**config.mk**
```make
export PLATFORM = sky130hd
export DESIGN_NAME = i2s_rx_frame_fifo_flat
export DESIGN_NICKNAME = d
export VERILOG_FILES = /design/src/rtl/i2s_rx_frame_fifo_if.sv /design/src/rtl/i2s_rx_frame_fifo.sv /design/src/flat_wrapper.sv
export SDC_FILE = /design/constraint.sdc
export NUM_CORES = 1
export LEC_CHECK = 0
export BUFFER_PORTS_ARGS = -buffer_cell sky130_fd_sc_hd__buf_2
export CORE_ASPECT_RATIO = 0.9
export CORE_MARGIN = 5
export CORE_UTILIZATION = 65
export CTS_BUF_LIST = sky130_fd_sc_hd__clkbuf_8
export DETAILED_ROUTE_END_ITERATION = 10
export PLACE_DENSITY = 0.81
export SLEW_MARGIN = 20
export SYNTH_ARGS = -nofsm -noshare
export SYNTH_HDL_FRONTEND = slang
export SYNTH_SLANG_ARGS = --single-unit
```
**constraint.sdc**
```tcl
create_clock -name clk -period 2.7 [get_ports clk]
set_input_delay 0.135 -clock clk [delete_from_list [all_inputs] [get_ports clk]]
set_output_delay 0.135 -clock clk [all_outputs]
set_load 0.1 [all_outputs]
```
**src/rtl/i2s_rx_frame_fifo_if.sv**
```systemverilog
// Frame stream handshake between the I2S receiver FIFO and its consumer.
// The receiver drives valid/data, the consumer drives ready.
interface i2s_rx_frame_fifo_if #(
    parameter int W = 48
);
    logic         out_valid;
    logic         out_ready;
    logic [W-1:0] out_data;

    modport master (
        output out_valid,
        output out_data,
        input  out_ready
    );

    modport slave (
        input  out_valid,
        input  out_data,
        output out_ready
    );
endinterface

```
**src/rtl/i2s_rx_frame_fifo.sv**
```systemverilog
// Multi-lane I2S / left-justified receiver oversampled on the system clock.
// Complete stereo frames are buffered in a small FIFO and drained by valid/ready.
module i2s_rx_frame_fifo #(
    parameter int DATA_W     = 24,
    parameter int NUM_LANES  = 1,
    parameter int FORMAT     = 0,
    parameter int FIFO_DEPTH = 8
) (
    input  logic                        clk,
    input  logic                        reset,
    input  logic                        bck,
    input  logic                        lrck,
    input  logic [NUM_LANES-1:0]        sdata,
    i2s_rx_frame_fifo_if.master         stream,
    output logic [$clog2(FIFO_DEPTH):0] fifo_level,
    output logic                        locked,
    output logic                        overflow,
    output logic                        short_word,
    input  logic                        clr_err
);
    localparam int FW = 2 * NUM_LANES * DATA_W;
    localparam int CW = $clog2(DATA_W + 1);
    localparam int PW = $clog2(FIFO_DEPTH);
    localparam logic [CW-1:0] DW_C    = CW'(DATA_W);
    localparam logic [CW-1:0] LAST    = CW'(DATA_W - 1);
    localparam logic [PW:0]   DEPTH_C = (PW + 1)'(FIFO_DEPTH);

    typedef logic [NUM_LANES-1:0][DATA_W-1:0] lanes_t;

    logic [1:0]           bck_sync;
    logic                 bck_d;
    logic [1:0]           lr_sync;
    logic [NUM_LANES-1:0] sd_s1;
    logic [NUM_LANES-1:0] sd_s2;
    logic                 rise;
    logic                 lr_edge;
    logic                 have_prev;
    logic                 lr_prev;
    logic                 active;
    logic                 chan;
    logic                 left_ok;
    logic [CW-1:0]        cnt;
    lanes_t               cur;
    lanes_t               hold_l;

    logic [CW-1:0]        nxt_cnt;
    lanes_t               nxt_cur;
    logic                 nxt_active;
    logic                 nxt_chan;
    logic                 fin;
    logic                 fin_short;
    lanes_t               fin_word;
    logic [FW-1:0]        frame;

    logic                 push_req;
    logic [FW-1:0]        push_data;
    logic [FW-1:0]        mem [FIFO_DEPTH];
    logic [PW-1:0]        wr_ptr;
    logic [PW-1:0]        rd_ptr;
    logic [PW:0]          count;
    logic                 pop;
    logic                 full;
    logic                 accept;

    // Place one serial bit at the position the bit counter points to (MSB first).
    function automatic logic [DATA_W-1:0] put(
        input logic [DATA_W-1:0] w,
        input logic [CW-1:0]     c,
        input logic              b
    );
        put = w;
        for (int i = 0; i < DATA_W; i++) begin
            if (c == CW'(DATA_W - 1 - i)) put[i] = b;
        end
    endfunction

    assign rise    = bck_sync[1] & ~bck_d;
    assign lr_edge = rise & have_prev & (lr_sync[1] != lr_prev);

    // Word assembly: slot start, bit capture, natural or truncated completion.
    always_comb begin
        nxt_cur    = cur;
        nxt_cnt    = cnt;
        nxt_active = active;
        nxt_chan   = chan;
        fin        = 1'b0;
        fin_short  = 1'b0;
        fin_word   = cur;
        if (lr_edge) begin
            if (active && cnt < DW_C) begin
                fin = 1'b1;
                for (int n = 0; n < NUM_LANES; n++) begin
                    fin_word[n] = (FORMAT == 0) ? put(cur[n], cnt, sd_s2[n]) : cur[n];
                end
                fin_short = (FORMAT != 0) || (cnt != LAST);
            end
            nxt_active = 1'b1;
            nxt_chan   = lr_sync[1];
            nxt_cnt    = '0;
            nxt_cur    = '0;
            if (FORMAT != 0) begin
                for (int n = 0; n < NUM_LANES; n++) begin
                    nxt_cur[n] = put('0, '0, sd_s2[n]);
                end
                nxt_cnt = CW'(1);
            end
        end else if (rise && active && cnt < DW_C) begin
            for (int n = 0; n < NUM_LANES; n++) begin
                nxt_cur[n] = put(cur[n], cnt, sd_s2[n]);
            end
            nxt_cnt = cnt + 1'b1;
            if (cnt == LAST) begin
                fin      = 1'b1;
                fin_word = nxt_cur;
            end
        end
    end

    // Frame layout per lane: right word above left word.
    always_comb begin
        frame = '0;
        for (int n = 0; n < NUM_LANES; n++) begin
            frame[2*n*DATA_W +: DATA_W]     = hold_l[n];
            frame[(2*n+1)*DATA_W +: DATA_W] = fin_word[n];
        end
    end

    // Synchronisers, lock tracking, word registers and frame hand-off.
    always_ff @(posedge clk) begin
        if (reset) begin
            bck_sync   <= '0;
            bck_d      <= 1'b0;
            lr_sync    <= '0;
            sd_s1      <= '0;
            sd_s2      <= '0;
            have_prev  <= 1'b0;
            lr_prev    <= 1'b0;
            locked     <= 1'b0;
            active     <= 1'b0;
            chan       <= 1'b0;
            cnt        <= '0;
            cur        <= '0;
            hold_l     <= '0;
            left_ok    <= 1'b0;
            push_req   <= 1'b0;
            push_data  <= '0;
            short_word <= 1'b0;
        end else begin
            bck_sync <= {bck_sync[0], bck};
            bck_d    <= bck_sync[1];
            lr_sync  <= {lr_sync[0], lrck};
            sd_s1    <= sdata;
            sd_s2    <= sd_s1;
            cur      <= nxt_cur;
            cnt      <= nxt_cnt;
            active   <= nxt_active;
            chan     <= nxt_chan;
            push_req <= 1'b0;
            if (rise) begin
                lr_prev   <= lr_sync[1];
                have_prev <= 1'b1;
            end
            if (lr_edge) locked <= 1'b1;
            if (fin && !chan) begin
                hold_l  <= fin_word;
                left_ok <= 1'b1;
            end
            if (fin && chan) begin
                left_ok <= 1'b0;
                if (left_ok) begin
                    push_req  <= 1'b1;
                    push_data <= frame;
                end
            end
            if (clr_err) short_word <= 1'b0;
            if (fin && fin_short) short_word <= 1'b1;
        end
    end

    assign pop    = stream.out_valid & stream.out_ready;
    assign full   = (count == DEPTH_C);
    assign accept = push_req & (~full | pop);

    // Frame FIFO; a push into a full FIFO survives only if a pop frees the slot.
    always_ff @(posedge clk) begin
        if (reset) begin
            for (int i = 0; i < FIFO_DEPTH; i++) mem[i] <= '0;
            wr_ptr   <= '0;
            rd_ptr   <= '0;
            count    <= '0;
            overflow <= 1'b0;
        end else begin
            if (accept) begin
                mem[wr_ptr] <= push_data;
                wr_ptr      <= wr_ptr + 1'b1;
            end
            if (pop) rd_ptr <= rd_ptr + 1'b1;
            count <= count + {{PW{1'b0}}, accept} - {{PW{1'b0}}, pop};
            if (clr_err) overflow <= 1'b0;
            if (push_req && full && !pop) overflow <= 1'b1;
        end
    end

    assign stream.out_valid = (count != '0);
    assign stream.out_data  = mem[rd_ptr];
    assign fifo_level       = count;
endmodule

```
**src/flat_wrapper.sv**
```systemverilog
// flat-port wrapper written by rule: the top's interface ports become plain ports
module i2s_rx_frame_fifo_flat 
#(
    parameter int DATA_W     = 24,
    parameter int NUM_LANES  = 1,
    parameter int FORMAT     = 0,
    parameter int FIFO_DEPTH = 8
)
  (clk, reset, bck, lrck, sdata, fifo_level, locked, overflow, short_word, clr_err, stream_out_valid, stream_out_data, stream_out_ready);
  i2s_rx_frame_fifo_if #(.W(48)) stream_i ();
  input  logic clk;
  input  logic reset;
  input  logic bck;
  input  logic lrck;
  input  logic [NUM_LANES-1:0] sdata;
  output logic [$clog2(FIFO_DEPTH):0] fifo_level;
  output logic locked;
  output logic overflow;
  output logic short_word;
  input  logic clr_err;
  output wire logic [$bits(stream_i.out_valid)-1:0] stream_out_valid;
  output wire logic [$bits(stream_i.out_data)-1:0] stream_out_data;
  input wire logic [$bits(stream_i.out_ready)-1:0] stream_out_ready;
  assign stream_out_valid = stream_i.out_valid;
  assign stream_out_data = stream_i.out_data;
  assign stream_i.out_ready = stream_out_ready;
  i2s_rx_frame_fifo #(.DATA_W(DATA_W), .NUM_LANES(NUM_LANES), .FORMAT(FORMAT), .FIFO_DEPTH(FIFO_DEPTH)) u_core (.clk(clk), .reset(reset), .bck(bck), .lrck(lrck), .sdata(sdata), .stream(stream_i), .fifo_level(fifo_level), .locked(locked), .overflow(overflow), .short_word(short_word), .clr_err(clr_err));
endmodule
```
Yosys cells after proc, flatten, opt, wreduce, memory -nomap -nowiden
Memories as Yosys holds them, arrays and structs flattened. A register that Yosys moved wholly into a read port is not among the register bits.
Cells that the tools add are included.
{ "classes": {"n_addsub": 5, "n_lt_le_gt_ge": 1, "eq_ne": 26, "n_mux": 48, "bitwise": 9, "reduce_logical": 19} }
{ "op_table": {"columns": ["cell", "count"], "rows": [
  ["two-way mux 24 bit", 4],
  ["two-way mux 48 bit", 1],
  ["OR reduction 48 bit", 1],
  ["== test 5 x 4 -> 1 bit (second input constant)", 8],
  ["== test 5 bit (second input constant)", 8],
  ["two-way mux 1 bit", 40],
  ["== test 5 x 3 -> 1 bit (second input constant)", 4],
  ["== test 5 x 2 -> 1 bit (second input constant)", 2],
  ["two-way mux 3 bit", 3],
  ["logical AND 1 bit", 8],
  ["adder 3 x 1 -> 3 bit (second input constant)", 2],
  ["OR reduction 2 bit", 3],
  ["adder 5 x 1 -> 5 bit (second input constant)", 1],
  ["AND 1 bit", 5],
  ["== test 5 x 1 -> 1 bit (second input constant)", 1],
  ["logical NOT 5 bit", 1],
  ["less-than comparator 5 bit (second input constant)", 1],
  ["inequality test 5 bit (second input constant)", 1],
  ["adder 4 x 1 -> 4 bit", 1],
  ["== test 4 bit (second input constant)", 1],
  ["nonzero test 2 bit", 2],
  ["nonzero test 4 bit", 1],
  ["subtractor 4 x 1 -> 4 bit", 1],
  ["inverter 1 bit", 3],
  ["4 further kinds", 5]
]} }
{ "totals": {"ff_bits": 126, "mem_bits_rw": 384, "inputBits": 7, "output_inout_bits": 56, "word_cells": 129, "mem_count": 1} }
{ "memory_table": {"columns": ["memory", "depth", "word_bits", "rd", "rd_clocked_by_memory_dff", "write_ports", "line", "text"], "rows": [
  ["u_core.mem", 8, 48, 1, 1, 8, "i2s_rx_frame_fifo.sv:57", "logic [FW-1:0] mem [FIFO_DEPTH];"]
]} }

Longest topological paths before layout
{ "depth": {"depth_word": 9, "depth_mapped": 12, "mapped_depth_nobuf": 12} }

Worst setup path after synthesis
OpenSTA, ideal clock, no wires.
{ "synth_timing": {"kind": "reg-to-reg", "from": "reg u_core.count[2] (netlist: u_core.fifo_level[2])", "to": "reg u_core.count[2] (netlist: u_core.fifo_level[2])", "setup_ns": 0.128, "t_arrival_ns": 3.233, "setup_slack_ns": -0.660, "stages_incl_launch_ff": 13, "path_buffers": 0, "synth_period_minus_slack_ns": 3.360, "cell_sequence": "dfxtp_1 -> inv_1 -> ha_1 -> or3b_2 -> nand2_1 -> inv_1 -> ha_1 -> inv_1 -> ha_1 -> inv_1 -> fa_1 -> xor2_1 -> nor2_1"} }
{ "synth_between": {"elab_chain_len": 6} }
{ "synth_lines": {"columns": ["element", "line", "text"], "rows": [
  ["from (decl)", "i2s_rx_frame_fifo.sv:60", "logic [PW:0] count;"],
  ["from (signal assigned)", "i2s_rx_frame_fifo.sv:198", "count <= count + {{PW{1'b0}}, accept} - {{PW{1'b0}}, pop};"],
  ["nonzero test 4 bit *", "i2s_rx_frame_fifo.sv:204", "assign stream.out_valid = (count != '0);"],
  ["via stream_out_valid", "flat_wrapper.sv:21", "output wire logic [$bits(stream_i.out_valid)-1:0] stream_out_valid;"],
  ["AND 1 bit *", "i2s_rx_frame_fifo.sv:180", "assign pop = stream.out_valid & stream.out_ready;"],
  ["via u_core.pop", "i2s_rx_frame_fifo.sv:61", "logic pop;"],
  ["bitwise OR 1 bit", "i2s_rx_frame_fifo.sv:182", "assign accept = push_req & (~full | pop);"],
  ["AND 1 bit", "i2s_rx_frame_fifo.sv:182", null],
  ["adder 4 x 1 -> 4 bit", "i2s_rx_frame_fifo.sv:198", null],
  ["subtractor 4 x 1 -> 4 bit *", "i2s_rx_frame_fifo.sv:198", null]
]} }
The timed path passes the listed nets; every way through them passes the cells marked *.
A chain may end at the register's enable or synchronous reset.

==> impl_metrics.env <==
export IMPL_run_status="completed"
export IMPL_place_detailed_hpwl_um=30750
export IMPL_yosysSeqAreaShare_pct=61.24
export IMPL_final_cell_area_mm2=0.02543
export IMPL_reg2reg_depth=6
export IMPL_pre_cts_ws_ns=0.2658
export IMPL_path_class="reg -> out"
export IMPL_critPathCaptureType="primary output"
export IMPL_r2r_start="u_core.fifo_level[2]"
export IMPL_required_ns=2.57
export IMPL_arrival_ns=2.49
export IMPL_rows=65
export IMPL_multi_input_area_mm2=0.008075
export IMPL_critical_path_buf_inv_count=3
export IMPL_layout_drive_gt1_share_pct=24.04
export IMPL_critPathLaunchType="flop"
export IMPL_clock_fmax_ghz=0.3810
export IMPL_avgSynthCellArea_um2=13.69
export IMPL_track_usage_pct=27.70
export IMPL_die_height_um=188.6
export IMPL_synthCells=1684
export IMPL_drc_errors=0
export IMPL_crit_cells=5
export IMPL_cts_tree="yes"
export IMPL_final_common_cell="edfxtp_1"
export IMPL_place_area_mm2=0.02373
export IMPL_vias=14910
export IMPL_r2r_slack_ns=0.22
export IMPL_drv_cap=0
export IMPL_ys_ff_latch=513
export IMPL_synth_edff_count=384
export IMPL_ant_nets=0
export IMPL_finalNetCount=1760
export IMPL_cts_buffers=81
export IMPL_wire_per_inst_um=24.01
export IMPL_r2r_end="u_core.mem[1][12]"
export IMPL_ys_types=57
export IMPL_via_per_inst=6.555
export IMPL_path_cells="buf_4 > clkbuf_16 > mux4_2 > mux2_2 > buf_2"
export IMPL_area_delta_synth_final_pct=10.35
export IMPL_crit_family="multiplexers"
export IMPL_holdCritPathClass="in -> reg"
export IMPL_p_total_mw=20.59
export IMPL_first_pass_iters=5
export IMPL_grt_pass1_vias=15070
export IMPL_cts_root_buf="clkbuf_8"
export IMPL_cts_sinks=513
export IMPL_globalRoute_totalOverflow=0
export IMPL_cp_slowest_cell="mux4_2"
export IMPL_start_util_pct=65.75
export IMPL_grt_pass1_wl_um=85760
export IMPL_synth_ff_type="edfxtp_1"
export IMPL_antenna_cells=0
export IMPL_io_buffers=62
export IMPL_clk_insertion_delay_late_ns=0.62
export IMPL_htreeDepth=3
export IMPL_die_x_um=208.5
export IMPL_relSlewSlack_pct=34.18
export IMPL_gp_congestion=0.9086
export IMPL_fin_hold_ws_ns=0.2490
export IMPL_hold_viol_final=0
export IMPL_cp_slowest_stage_delay_ns=0.52
export IMPL_finalCriticalPeriod_ns=2.624
export IMPL_finClkSkew_ns=0.03415
export IMPL_seqCellArea_mm2=0.01413
export IMPL_fill_cells=2201
export IMPL_cts_buffer_depth=3
export IMPL_p_leak_nw=8.662
export IMPL_vdd_drop_max_uv=533.1
export IMPL_initialDrtViolationCount=1473
export IMPL_routed_wl_um=54610
export IMPL_ys_warn_count=0
export IMPL_synth_area_mm2=0.02305
export IMPL_layout_common_cells="384 x edfxtp_1, 209 x and2_1, 157 x nor3_1"
export IMPL_finalCritPeriodShare_pct=97.20
export IMPL_async_reset_ff_share_pct=0
export IMPL_crit_end="stream_out_data[29]"
export IMPL_io_pin_count=63
export IMPL_worstMarginPinSlew_ns=0.9873
export IMPL_die_area_mm2=0.03933
export IMPL_cellPowerDensity_mw_per_mm2=809.6
export IMPL_grt_antenna_before_repair=0
export IMPL_critPathMaxFanout=19
export IMPL_final_max_slew_viol_count=0
export IMPL_setup_tns_ns=0
export IMPL_coreArea_mm2=0.03505
export IMPL_setup_viol=0
export IMPL_fin_ws_ns=0.07557
export IMPL_syn_num_nets=1705
export IMPL_grt_max_degree=71
export IMPL_clkTransAtPathRegs_ns=0.05
## metrics by stage
step	util [%]	cells
5_1_grt	72.55	2274
2_1_floorplan	-	1684
3_5_place_dp	67.69	2113
6_report	72.55	2274
4_1_cts	72.31	2268
3_3_place_gp	67.69	2113
## how the worst min path moves through the flow
stage	from	endpoint	cells past startpoint
after floorplan	bck	u_core.bck_sync[0]	1
after global placement	lrck	u_core.lr_sync[0]	2
after detailed placement	sdata	u_core.sd_s1	2
after CTS	reset	u_core.rd_ptr[2]	3
after global routing	reset	u_core.rd_ptr[2]	3
final	reset	u_core.fifo_level[2]	3
## cell usage after synthesis, drive strengths merged, types with 5 or more instances
cell type,n,area (um2)
clkinv,22,82.58
nand4b,7,76.32
a21oi,34,170.2
mux4,96,2162
o211ai,50,380.4
nand2,12,45.04
nor4,89,571.8
and2,210,1316
nor2b,11,68.82
mux2,70,788.3
and4bb,5,62.56
buf,74,437.9
xor2,7,61.31
ha,13,162.7
clkbuf,83,321.6
inv,13,48.80
nor3,162,827.1
nand3,8,40.04
a211oi,73,548.0
nor4bb,7,70.07
edfxtp,384,11530
nor2,80,315.3
or2,8,50.05
mux2i,5,50.05
dfxtp,129,2582
## where the power goes
part | total [mW] | internal [mW] | switching, mW
sequential | 8.92 | 8.77 | 0.154
combinational | 5.56 | 1.80 | 3.76
clock | 6.11 | 3.13 | 2.98
total | 20.6 | 13.7 | 6.89
## flip-flops by register name, summed over array words and instances (netlist names), 2 cells and up, named ones only
register           flops
u_core.rd_ptr          3
u_core.lr_sync         2
u_core.cnt             5
u_core.hold_l         24
u_core.wr_ptr          3
u_core.push_data      48
u_core.fifo_level      4
u_core.mem           384
u_core.cur            24
u_core.bck_sync        2
## final cells by class
cell class	instances	share of cell area, %
Inverter	35	0.5166
Tap cell	469	2.307
Timing Repair Buffer	129	3.862
Clock inverter	57	1.009
Sequential cell	513	55.57
Clock buffer	92	4.979
Multi-Input combinational cell	979	31.75
## logic make-up (layout without fill, tap and decap cells)
logic type	count (synthesis)	in the layout	share of synthesized area [%]
xor+xnor	11	11	0.4180
fa+ha+maj	14	14	0.7927
simple gates	619	619	15.64
buf+inv	192	313	3.866
mux	171	171	13.02
flops	513	513	61.24
compound gates	164	164	5.022
## tightest hold or removal path: stages
cell and delay (ns):
buf_4 0.17, buf_4 0.34, nor2_1 0.16
## routing by layer
| layer | vias to the layer above | GRT usage, % | share of wire (%) |
|---|---|---|---|
| li1 | 6569 | - | - |
| met3 | 97 | 5.693 | 9.2 |
| met5 | - | 0 | 0 |
| met4 | 0 | 8.790 | 2.3 |
| met1 | 7468 | 39.45 | 40 |
| met2 | 773 | 43.78 | 49 |
## what timing repair did
item	4_1_cts	5_1_grt
resized for setup	3	2
endpoints found under the setup margin	29	43
buffers inserted	0	4
endpoints found under the hold margin	11	0
hold buffers	5	0
cloned	1	2
Power figures use the tool's default switching activity.
